[src/rtl/pipe_pkg.sv]
// Shared pipeline definitions: occupancy encodings, default squash width and
// per-stage payload widths built from their field widths.
package pipe_pkg;

  typedef enum logic [1:0] {
    OCC_EMPTY = 2'd0,
    OCC_ONE   = 2'd1,
    OCC_FULL  = 2'd2
  } occ_e;

  localparam int unsigned PIPE_KILL_W = 2;

  localparam int unsigned PIPE_PC_W     = 32;
  localparam int unsigned PIPE_INSTR_W  = 32;
  localparam int unsigned PIPE_XLEN     = 32;
  localparam int unsigned PIPE_RD_W     = 5;
  localparam int unsigned PIPE_CTRL_W   = 8;

  localparam int unsigned PIPE_F_W = PIPE_PC_W + PIPE_INSTR_W;
  localparam int unsigned PIPE_D_W = PIPE_PC_W + 3 * PIPE_XLEN + PIPE_RD_W + PIPE_CTRL_W;
  localparam int unsigned PIPE_E_W = PIPE_PC_W + 2 * PIPE_XLEN + PIPE_RD_W + PIPE_CTRL_W;
  localparam int unsigned PIPE_M_W = PIPE_XLEN + PIPE_RD_W + 1;

endpackage

[src/rtl/pipe_kill_ctr.sv]
// Squash counter: synchronous clear, load, and decrement that saturates at 0.
module pipe_kill_ctr
  import pipe_pkg::*;
#(
  parameter int unsigned KILL_W = PIPE_KILL_W
) (
  input  logic              clk,
  input  logic              rst,
  input  logic              clr,
  input  logic              load,
  input  logic [KILL_W-1:0] load_val,
  input  logic              dec,
  output logic              nonzero
);

  logic [KILL_W-1:0] cnt_q, cnt_d;

  always_comb begin
    cnt_d = cnt_q;
    if (clr) begin
      cnt_d = '0;
    end else if (load) begin
      cnt_d = load_val;
    end else if (dec && (cnt_q != '0)) begin
      cnt_d = cnt_q - KILL_W'(1);
    end
  end

  always_ff @(posedge clk) begin
    if (rst) begin
      cnt_q <= '0;
    end else begin
      cnt_q <= cnt_d;
    end
  end

  assign nonzero = (cnt_q != '0);

endmodule

[src/rtl/pipe_stage_skid.sv]
// Pipeline stage register with valid/ready handshake, optional skid entry,
// synchronous flush and a programmable squash of upcoming accepted beats.
module pipe_stage_skid
  import pipe_pkg::*;
#(
  parameter int unsigned WIDTH  = 32,
  parameter int unsigned KILL_W = PIPE_KILL_W,
  parameter int unsigned SKID   = 1
) (
  input  logic              _clk,
  input  logic              _rst,
  input  logic              _valid,
  input  logic [WIDTH-1:0]  _data,
  output logic              ready_,
  output logic              valid_,
  output logic [WIDTH-1:0]  data_,
  input  logic              _ready,
  input  logic              _flush,
  input  logic              _kill_load,
  input  logic [KILL_W-1:0] _kill_n,
  output logic              kill_pending_,
  output logic [1:0]        occupancy_
);

  occ_e             occ_q, occ_d;
  logic [WIDTH-1:0] main_q, main_d;
  logic [WIDTH-1:0] skid_q, skid_d;

  logic ut;
  logic dt;
  logic store;
  logic squash;

  assign ut     = _valid && ready_;
  assign dt     = valid_ && _ready;
  // Squash is judged against the count before any same-cycle load.
  assign store  = ut && !kill_pending_ && !_flush;
  assign squash = ut && kill_pending_ && !_flush;

  pipe_kill_ctr #(
    .KILL_W (KILL_W)
  ) u_kill_ctr (
    .clk      (_clk),
    .rst      (_rst),
    .clr      (_flush),
    .load     (_kill_load),
    .load_val (_kill_n),
    .dec      (squash),
    .nonzero  (kill_pending_)
  );

  always_ff @(posedge _clk) begin
    if (_rst) begin
      occ_q  <= OCC_EMPTY;
      main_q <= '0;
      skid_q <= '0;
    end else begin
      occ_q  <= occ_d;
      main_q <= main_d;
      skid_q <= skid_d;
    end
  end

  always_comb begin
    occ_d  = occ_q;
    main_d = main_q;
    skid_d = skid_q;
    if (_flush) begin
      occ_d = OCC_EMPTY;
    end else begin
      case (occ_q)
        OCC_EMPTY: begin
          if (store) begin
            occ_d  = OCC_ONE;
            main_d = _data;
          end
        end
        OCC_ONE: begin
          if (dt && store) begin
            main_d = _data;
          end else if (dt) begin
            occ_d = OCC_EMPTY;
          end else if (store) begin
            occ_d  = OCC_FULL;
            skid_d = _data;
          end
        end
        OCC_FULL: begin
          if (dt) begin
            occ_d  = OCC_ONE;
            main_d = skid_q;
          end
        end
        default: occ_d = OCC_EMPTY;
      endcase
    end
  end

  always_comb begin
    valid_     = (occ_q != OCC_EMPTY);
    occupancy_ = occ_q;
    data_      = main_q;
  end

  generate
    if (SKID != 0) begin : g_skid
      logic ready_q, ready_d;

      // Registered ready breaks the combinational path from downstream ready.
      always_comb begin
        ready_d = (occ_d != OCC_FULL);
      end

      always_ff @(posedge _clk) begin
        if (_rst) begin
          ready_q <= 1'b1;
        end else begin
          ready_q <= ready_d;
        end
      end

      assign ready_ = ready_q;
    end else begin : g_noskid
      assign ready_ = !valid_ || _ready;
    end
  endgenerate

endmodule

[config.mk]
export PLATFORM = sky130hd
export DESIGN_NAME = pipe_stage_skid
export DESIGN_NICKNAME = d
export VERILOG_FILES = /design/src/rtl/pipe_pkg.sv /design/src/rtl/pipe_kill_ctr.sv /design/src/rtl/pipe_stage_skid.sv
export SDC_FILE = /design/constraint.sdc
export NUM_CORES = 1
export LEC_CHECK = 0
export BUFFER_PORTS_ARGS = -buffer_cell sky130_fd_sc_hd__buf_2
export CORE_UTILIZATION = 30
export DETAILED_ROUTE_END_ITERATION = 16
export MAX_ROUTING_LAYER = met4
export PLACE_DENSITY = 0.45
export SLEW_MARGIN = 25
export SYNTH_ARGS = -nofsm -noshare
export SYNTH_HDL_FRONTEND = slang
export SYNTH_SLANG_ARGS = --single-unit
[constraint.sdc]
create_clock -name _clk -period 2.2 [get_ports _clk]
set_clock_uncertainty 0.2 [all_clocks]
set_input_delay 0.22 -clock _clk [delete_from_list [all_inputs] [get_ports _clk]]
set_output_delay 0.22 -clock _clk [all_outputs]
set_load 0.01 [all_outputs]
==> results of run 1 <==
==> worst max-delay path by stage <==
stage	start	slack, ns	to	cells past startpoint
after global placement	occupancy_[0]	0.36	data_[30]	4
final	_ready	0.16	data_[7]	5
after floorplan	u_kill_ctr.cnt_q[0]	0.48	data_[0]	7
after detailed placement	u_kill_ctr.cnt_q[0]	0.35	data_[24]	5
after CTS	_ready	0.16	data_[24]	5
after global routing	_ready	0.07	data_[15]	5
==> worst register-to-register path, cell delays in order, from the launching register on <==
cell,delay [ns]
dfxtp_1,0.34
inv_1,0.05
ha_1,0.22
and4b_1,0.28
a31o_4,0.39
a211oi_1,0.29
==> cell usage in the layout, fill, tap and decap left out, types with 3 or more instances in the layout <==
cell type and count:
buf_2 76, dfxtp_1 69, nand2b_1 64, inv_1 5
clkbuf_8 9, buf_4 9, dlygate4sd3_1 37, mux2i_1 64
a311oi_1 32, a211oi_1 32, clkinvlp_4 3, nand3_1 3
buf_12 3
==> timing repair <==
| action | CTS | global route |
|---|---|---|
| hold buffers | 37 | 0 |
| gates resized for setup | 0 | 0 |
| hold endpoints to repair | 36 | 0 |
==> cell usage after synthesis, drive strengths merged, types with 2 or more instances <==
cell type	count	share of area (%)
a211oi	32	7.1
a311oi	32	8.3
and4bb	2	0.74
buf	19	4.3
clkbuf	17	1.9
dfxtp	69	41
inv	6	0.67
mux2i	64	19
nand2b	66	12
nand3	3	0.44
o21ai	2	0.30
==> final cells by class <==
| cell class | count | area (um^2) |
|---|---|---|
| clock buffers | 10 | 128 |
| clock inverters | 6 | 87.6 |
| fillers | 1103 | 6450 |
| inverters | 6 | 22.5 |
| multi-input cells | 215 | 1770 |
| flip-flops and latches | 69 | 1380 |
| well taps | 140 | 175 |
| repair buffers | 125 | 878 |
==> cells by family (layout without fill, tap and decap cells) <==
family          count (synthesis)  after routing  synth area share (%)
buf+inv                        42            147                  6.89
flops                          69             69                  40.9
fa+ha+maj                       1              1                 0.370
simple gates                   76             76                  14.7
mux                            65             65                  19.3
compound gates                 72             72                  17.6
xor+xnor                        1              1                 0.259
==> where the power goes <==
group,switching [mW],leakage [nW],internal [mW]
combinational,0.180,1.24,0.200
clock,0.519,0.0985,0.637
sequential,0.0311,0.562,1.30
total,0.729,1.90,2.13
==> per-layer routing <==
metal | share of wire [%] | vias to the layer above
met5 | 0 | -
met4 | 1.2 | 0
met3 | 4.7 | 9
met2 | 45 | 76
met1 | 50 | 1303
li1 | - | 1409
==> through the flow <==
step	utilization, %	hold WS, ns	power [mW]
4_1_cts	40.8	0.136	2.90
5_1_grt	40.8	0.162	3.01
2_1_floorplan	-	0.109	1.55
3_5_place_dp	35.4	0.255	1.69
6_report	40.8	0.147	2.86
3_3_place_gp	35.4	0.250	1.69
==> state kept, by name (all words and copies together), names as in the netlist <==
signal / count
data_: 32
occupancy_: 2
ready_: 1
skid_q: 32
u_kill_ctr.cnt_q: 2
==> run metrics, run 1 <==
Row Count 38; Seq/Total Area, Yosys between 40% and 50%; ratio of cells with drive above 1 in the final layout between 20% and 30%; clock-pin slew on the worst setup and hold paths around 0.08 ns; Placer Congestion between 0.7 and 0.8; ys async rst share 0%; Fin. Hold Viols 0; drt pass-1 iters 4; total negative setup slack 0 ns; final setup vio count 0; number of warnings issued by yosys 0; drt wl/cell 15.7 um; crit start category input port; Setup Buffers After CTS 0; M3 GR Usage approximately 3.4%; Worst Max-Slew Pin Slew approximately 0.5 ns; Die X around 110 um; status completed; number of instances in the placed design approximately 520; final worst-path setup slack 0.164 ns; syn nets 367; Max Clock Freq 491 MHz; Worst EP arrival between 2 and 2.5 ns; Inserted Diodes 0; power per cell area approximately 640 nW/um^2; ANT nets after route 0; area of the mapped netlist 3380 um^2; later-pin clock latency in the skew report 0.35 ns; routing usage on met2 around 24%; reg-to-reg slack, setup 0.34 ns; CTS tree done; Critical Path RT 2.26 ns; initial antenna violation count 0; die height 108 um; Setup CP Type in -> reg; Critical Path End Type flip-flop; most used flip-flop cell after synthesis dfxtp_1; root buffer cell clkbuf_8; DRC violations left 0; RSZ-0062 raised after global routing false; Top Family by Delay on Critical Path compound AO/OA/AOI/OAI gates; EDFF count, synth 0; global route hottest layer met2; flops & latches, synth 69; grt total ovfl 0; Final Cell Area roughly 4400 um^2; crit-path cells dlygate4sd3_1 -> buf_2 -> nand2b_2 -> a31o_4 -> a211oi_1; Reg-to-Reg End data_[7]; slowest stage delay, CP 0.53 ns; # H-tree levels 3; Initial Utilization 31.0%; Port Buffer Count 76; Routed WL 8990 um; vias in the first global route 2,755; Final Slew Violations 0; 1st-iter DRT viols 97; first-pass GRT wire length 14,400 um; Critical R2R Launch u_kill_ctr.cnt_q[0]; clk sinks 69; Die ar. 11,700 um^2; DP Area 3860 um^2; Leak Pwr 1.90 nW; syn avg cell area 10.4 um^2; hold path endpoint data_[18]; area growth from synthesis to layout 31.5%; relative slew slack 67.6%; min Tclk post-route 2.04 ns; Synth cell types 29; maximum vdd drop 305 uV; slowest CP cell dlygate4sd3_1; CP Max Fanout 32; Finished Layout Cells 571; Final nets 467; worst hold-check path type in -> reg; Tcrit/Tclk final between 90% and 100%; reg2reg path depth 5; core area 10,900 um^2; All-Layer GR Usage 16.6%; DR vias 2,797; MaxCap Viol Count 0; CTS buffer count 9; dpl ws ~0.35 ns; hold path depth 2; Final HPWL DP 5680 um; Ports 77; synthesized instance count 326; Clock Path Buffers 2; start point of the worst hold path _rst; largest net degree at the start of global routing 45; grt met1 use 22.6%; Critical path buffers and inverters 2; vias per inst 4.90
Power figures use the tool's default switching activity.
==> run 2, diff against run 1 <==
Settings changed: CELL_PAD_IN_SITES_DETAIL_PLACEMENT from default to 2, CELL_PAD_IN_SITES_GLOBAL_PLACEMENT from default to 2, PLACE_DENSITY 0.45 to 0.68.
Clock period 2.2 ns to 2.07 ns, I/O delays scaled along.
==> run 2 against run 1 <==
  * Worst hold slack better by 0.030 ns
  * Sequential power up 6%
  * Worst setup slack got worse by 0.013 ns
  * Critical endpoint is now data_[24]
  * Largest power group unchanged
==> run metrics, run 2 (same netlist as run 1, synthesis figures left out) <==
worst hold-check path type in -> reg (unchanged); final worst-path setup slack 0.151 ns (was 0.164 ns); clock-pin slew on the worst setup and hold paths 0.08 ns (about the same); area growth from synthesis to layout 30.6% (was 31.5%); Worst Max-Slew Pin Slew 0.491 ns (was 0.486 ns); Setup CP Type reg -> reg (was in -> reg); Final Slew Violations 0 (unchanged); total negative setup slack 0 ns (unchanged); Placer Congestion 0.711 (was 0.700); Final Cell Area 4410 um^2 (was 4440 um^2); later-pin clock latency in the skew report 0.35 ns (about the same); dpl ws 0.150 ns (was 0.347 ns); Worst EP arrival 1.93 ns (was 2.10 ns); Critical R2R Launch u_kill_ctr.cnt_q[0] (unchanged); vias in the first global route 3,127 (was 2,755); Max Clock Freq 521 MHz; Die X 108 um (unchanged); final setup vio count 0 (unchanged); MaxCap Viol Count 0 (unchanged); Die ar. 11,700 um^2 (unchanged); Reg-to-Reg End data_[24] (was data_[7]); commonest non-fill, non-tap cell in the layout buf_2 (unchanged); first-pass GRT wire length 16,100 um (was 14,400 um); CP Max Fanout 19 (was 32); reg-to-reg slack, setup 0.15 ns (was 0.34 ns); ANT nets after route 0 (unchanged); CTS tree done (unchanged); reg2reg path depth 6 (was 5); worst hold slack 0.177 ns (was 0.147 ns); DR vias 2,901 (was 2,797); hold path depth 2 (unchanged); fillers 1,183 (was 1,103); CTS buffer count 9 (unchanged); root buffer cell clkbuf_8 (unchanged); drt pass-1 iters 4 (unchanged); DP Area 3860 um^2 (about the same); Routed WL 10,100 um (was 8990 um); Critical Path RT 2.08 ns (was 2.26 ns); Final nets 466 (was 467); 1st-iter DRT viols 85 (was 97); Row Count 38 (unchanged); largest net degree at the start of global routing 46 (was 45); Inserted Diodes 0 (unchanged); vias per inst 5.10 (was 4.90); DRC violations left 0 (unchanged); Ports 77 (unchanged); drt wl/cell 17.8 um (was 15.7 um); crit start category flip-flop (was input port); Leak Pwr 1.89 nW (was 1.90 nW); initial antenna violation count 0 (unchanged); Clock Path Buffers 2 (unchanged); core area 10,900 um^2 (unchanged); Tcrit/Tclk final roughly 93%; status completed (unchanged); final total power 2.82 mW (was 2.86 mW); ratio of cells with drive above 1 in the final layout 25.9% (was 25.8%); Setup Buffers After CTS 0 (unchanged); Final HPWL DP 6480 um (was 5680 um); maximum vdd drop 231 uV (was 305 uV); Initial Utilization 31.0% (unchanged); Critical Path End Type flip-flop (unchanged); grt total ovfl 0 (unchanged); die height 108 um (unchanged); min Tclk post-route 1.92 ns; Port Buffer Count 76 (unchanged); most frequent cells in the layout buf_2, dfxtp_1, nand2b_1, mux2i_1, dlygate4sd3_1 (unchanged); relative slew slack 67.2% (was 67.6%); Fin. Hold Viols 0 (unchanged); power per cell area 638 nW/um^2 (was 645 nW/um^2); All-Layer GR Usage 18.8% (was 16.6%); start point of the worst hold path _rst (unchanged); # H-tree levels 3 (unchanged); clk sinks 69 (unchanged); RSZ-0062 raised after global routing true (was false); hold path endpoint data_[22] (was data_[18])
==> run 2: layout make-up <==
class | instances | area [um^2] | area share, %
clock buffer | 11 | 141 | 3.21
clock inverter | 4 | 25.0 | 0.567
inverter | 6 | 22.5 | 0.511
timing repair buffer | 124 | 883 | 20.0
multi-input combinational | 215 | 1780 | 40.4
tap | 140 | 175 | 3.97
sequential | 69 | 1380 | 31.3
==> run 2: worst max-delay path by stage <==
stage	endpoint	startpoint
after floorplan	data_[0]	u_kill_ctr.cnt_q[0]
after detailed placement	data_[24]	u_kill_ctr.cnt_q[0]
after global placement	data_[25]	u_kill_ctr.cnt_q[0]
after global routing	data_[11]	u_kill_ctr.cnt_q[0]
final	data_[24]	u_kill_ctr.cnt_q[0]
after CTS	data_[24]	_ready
==> run 2: timing repair <==
item,in CTS,in global routing
resized for setup,0,2
hold buffers,37,0
setup endpoints to repair,0,7
hold endpoints to repair,36,0
==> run 2: where the power goes <==
group / internal, mW / switching [mW]
registers: 1.38 / 0.0363
clock network: 0.457 / 0.527
logic: 0.216 / 0.200
==> run 2: worst max-delay path: stages (launching register included) <==
cell	delay, ns
dfxtp_1	0.36
inv_1	0.06
ha_1	0.22
and4b_2	0.29
buf_4	0.22
a311oi_1	0.33
a211oi_1	0.08
==> run 2: per-layer routing <==
layer	wire (um)	up-vias	track usage (%)
li1	-	1394	-
met1	4760	1435	23.2
met2	4940	60	30.9
met3	303	12	3.56
met4	139	0	5.97
met5	0	-	-
==> run 2: per-stage QoR <==
| step | util [%] | instances |
|---|---|---|
| 6_report | 40.5 | 569 |
| 5_1_grt | 40.5 | 569 |
| 4_1_cts | 40.4 | 569 |
| 3_5_place_dp | 35.5 | 517 |
| 3_3_place_gp | 35.5 | 517 |
| 2_1_floorplan | - | 326 |
==> run 3, diff against run 2 <==
Settings changed: GPL_TIMING_DRIVEN from default to 1, PLACE_DENSITY 0.68 to 0.75.
==> run 3 against run 2 <==
  * Register-to-register slack got worse by 0.04 ns
  * Critical path depth did not move
  * Sequential share of layout area fell by 0.17 points
  * Count of clock-buffer cells in the layout rose by 2
  * Combinational power barely moved
  * Clock power fell by 2%
  * Cell count rose by 0.70%
  * Critical endpoint is now data_[10]
  * Highest routed layer unchanged
==> run metrics, run 3 (same netlist as run 1, synthesis figures left out) <==
status completed (unchanged); Die X 108 um (unchanged); Max Clock Freq 503 MHz (was 521 MHz); final setup vio count 0 (unchanged); Routed WL 10,100 um (about the same); reg-to-reg slack, setup 0.11 ns (was 0.15 ns); reg2reg path depth 6 (unchanged); dpl ws 0.0920 ns (was 0.150 ns); drt wl/cell 17.6 um (was 17.8 um); Die ar. 11,700 um^2 (unchanged); commonest non-fill, non-tap cell in the layout buf_2 (unchanged); Critical R2R Launch u_kill_ctr.cnt_q[0] (unchanged); met2 wire length 4880 um (was 4940 um); Highest Signal Layer met4 (unchanged); final worst-path setup slack 0.0816 ns (was 0.151 ns); Worst Setup SP _ready (was u_kill_ctr.cnt_q[0]); hold path depth 2 (unchanged); Clock Path Buffers 2 (unchanged); maximum vdd drop 287 uV (was 231 uV); vias per inst 5.09 (was 5.10); vias in the first global route 3,081 (was 3,127); Initial Utilization 31.0% (unchanged); clk sinks 69 (unchanged); ANT nets after route 0 (unchanged); RSZ-0062 raised after global routing true (unchanged); crit start category input port (was flip-flop); Worst EP arrival 2.00 ns (was 1.93 ns); CP Max Fanout 15 (was 19); hold path endpoint data_[15] (was data_[22]); 1st-iter DRT viols 68 (was 85); clock-pin slew on the worst setup and hold paths 0.07 ns (was 0.08 ns); drt pass-1 iters 4 (unchanged); slowest CP cell dlygate4sd3_1 (was dfxtp_1); Critical path buffers and inverters 3 (was 2); final total power 2.80 mW (was 2.82 mW); grt total ovfl 0 (unchanged); later-pin clock latency in the skew report 0.35 ns (about the same); Fin. Hold Viols 0 (unchanged); Ports 77 (unchanged); worst hold-check path type in -> reg (unchanged); Final nets 470 (was 466); MaxCap Viol Count 0 (unchanged); Critical Path End Type flip-flop (unchanged); Setup CP Type in -> reg (was reg -> reg); Reg-to-Reg End data_[21] (was data_[24]); WL met3 318 um (was 303 um); crit-path cells dlygate4sd3_1 -> buf_2 -> nand2b_2 -> buf_4 -> a311oi_2 -> a211oi_1 (was inv_1 -> ha_1 -> and4b_2 -> buf_4 -> a311oi_1 -> a211oi_1); DRC violations left 0 (unchanged); initial antenna violation count 0 (unchanged); DP Area 3890 um^2 (was 3860 um^2); DR vias 2,918 (was 2,901); ratio of cells with drive above 1 in the final layout 26.6% (was 25.9%); Worst Max-Slew Pin Slew 0.420 ns (was 0.491 ns); DRT met1 WL 4720 um (was 4760 um); min Tclk post-route 1.99 ns (was 1.92 ns); largest net degree at the start of global routing 57 (was 46); Top Family by Delay on Critical Path buffers and inverters (was compound AO/OA/AOI/OAI gates); All-Layer GR Usage 18.7% (was 18.8%); Final Cell Area 4430 um^2 (was 4410 um^2); power per cell area 632 nW/um^2 (was 638 nW/um^2); Leak Pwr 1.90 nW (was 1.89 nW); number of instances in the placed design 521 (was 517); Placer Congestion 0.726 (was 0.711); Finished Layout Cells 573 (was 569); relative slew slack 72.0% (was 67.2%); start point of the worst hold path _rst (unchanged); Setup Buffers After CTS 0 (unchanged); CTS buffer count 9 (unchanged); Inserted Diodes 0 (unchanged); Final Slew Violations 0 (unchanged); area growth from synthesis to layout 31.3% (was 30.6%); most frequent cells in the layout buf_2, dfxtp_1, nand2b_1, mux2i_1, dlygate4sd3_1 (unchanged); Tcrit/Tclk final 96.1% (was 92.7%); Row Count 38 (unchanged); CTS tree done (unchanged); slowest stage delay, CP 0.54 ns (was 0.36 ns); Critical Path RT 2.09 ns (was 2.08 ns); die height 108 um (unchanged); root buffer cell clkbuf_8 (unchanged); first-pass GRT wire length 16,200 um (was 16,100 um); Final HPWL DP 6700 um (was 6480 um); # H-tree levels 3 (unchanged); core area 10,900 um^2 (unchanged); Port Buffer Count 76 (unchanged)
==> run 3: worst max path at each step <==
stage          slack (ns)  cells after the start        end
2_1_floorplan        0.35                      7   data_[0]
3_3_place_gp         0.21                      6  data_[10]
3_5_place_dp         0.09                      6  data_[21]
4_1_cts              0.04                      6  data_[21]
5_1_grt             -0.02                      5  data_[21]
6_report             0.08                      6  data_[10]
==> run 3: routing by layer <==
metal,vias up,track usage [%]
met5,-,-
met4,0,7.63
met3,15,3.32
met2,58,29.8
met1,1422,23.4
li1,1423,-
==> run 3: timing repair <==
item | in CTS | in global routing
setup endpoints to repair | 0 | 14
endpoints found under the hold margin | 36 | 0
resized for setup | 0 | 4
hold buffers | 37 | 0
==> run 3: report_power, final <==
part | internal [mW] | total [mW] | switching [mW]
logic | 0.215 | 0.418 | 0.203
clock network | 0.459 | 0.969 | 0.510
registers | 1.38 | 1.41 | 0.0357
==> run 3: cell type report <==
class	instances	area (um^2)
fillers	1158	6450
multi-input cells	215	1780
flip-flops and latches	69	1380
repair buffers	128	913
well taps	140	175
clock buffers	13	149
inverters	6	22.5
clock inverters	2	10.0
==> run 3: metrics by stage <==
stage	hold WS, ns	utilization, %	TNS [ns]
after global routing	0.169	40.7	-0.0168
after global placement	0.236	35.8	0
after CTS	0.111	40.6	0
after floorplan	0.0964	-	0
final	0.125	40.7	0
after detailed placement	0.236	35.8	0
==> run 3: worst register-to-register path: stages, from the launching register on <==
cell      delay [ns]
dfxtp_1         0.34
inv_1           0.06
ha_1            0.24
and4b_2         0.33
buf_4           0.22
a311oi_1        0.32
a211oi_1        0.10
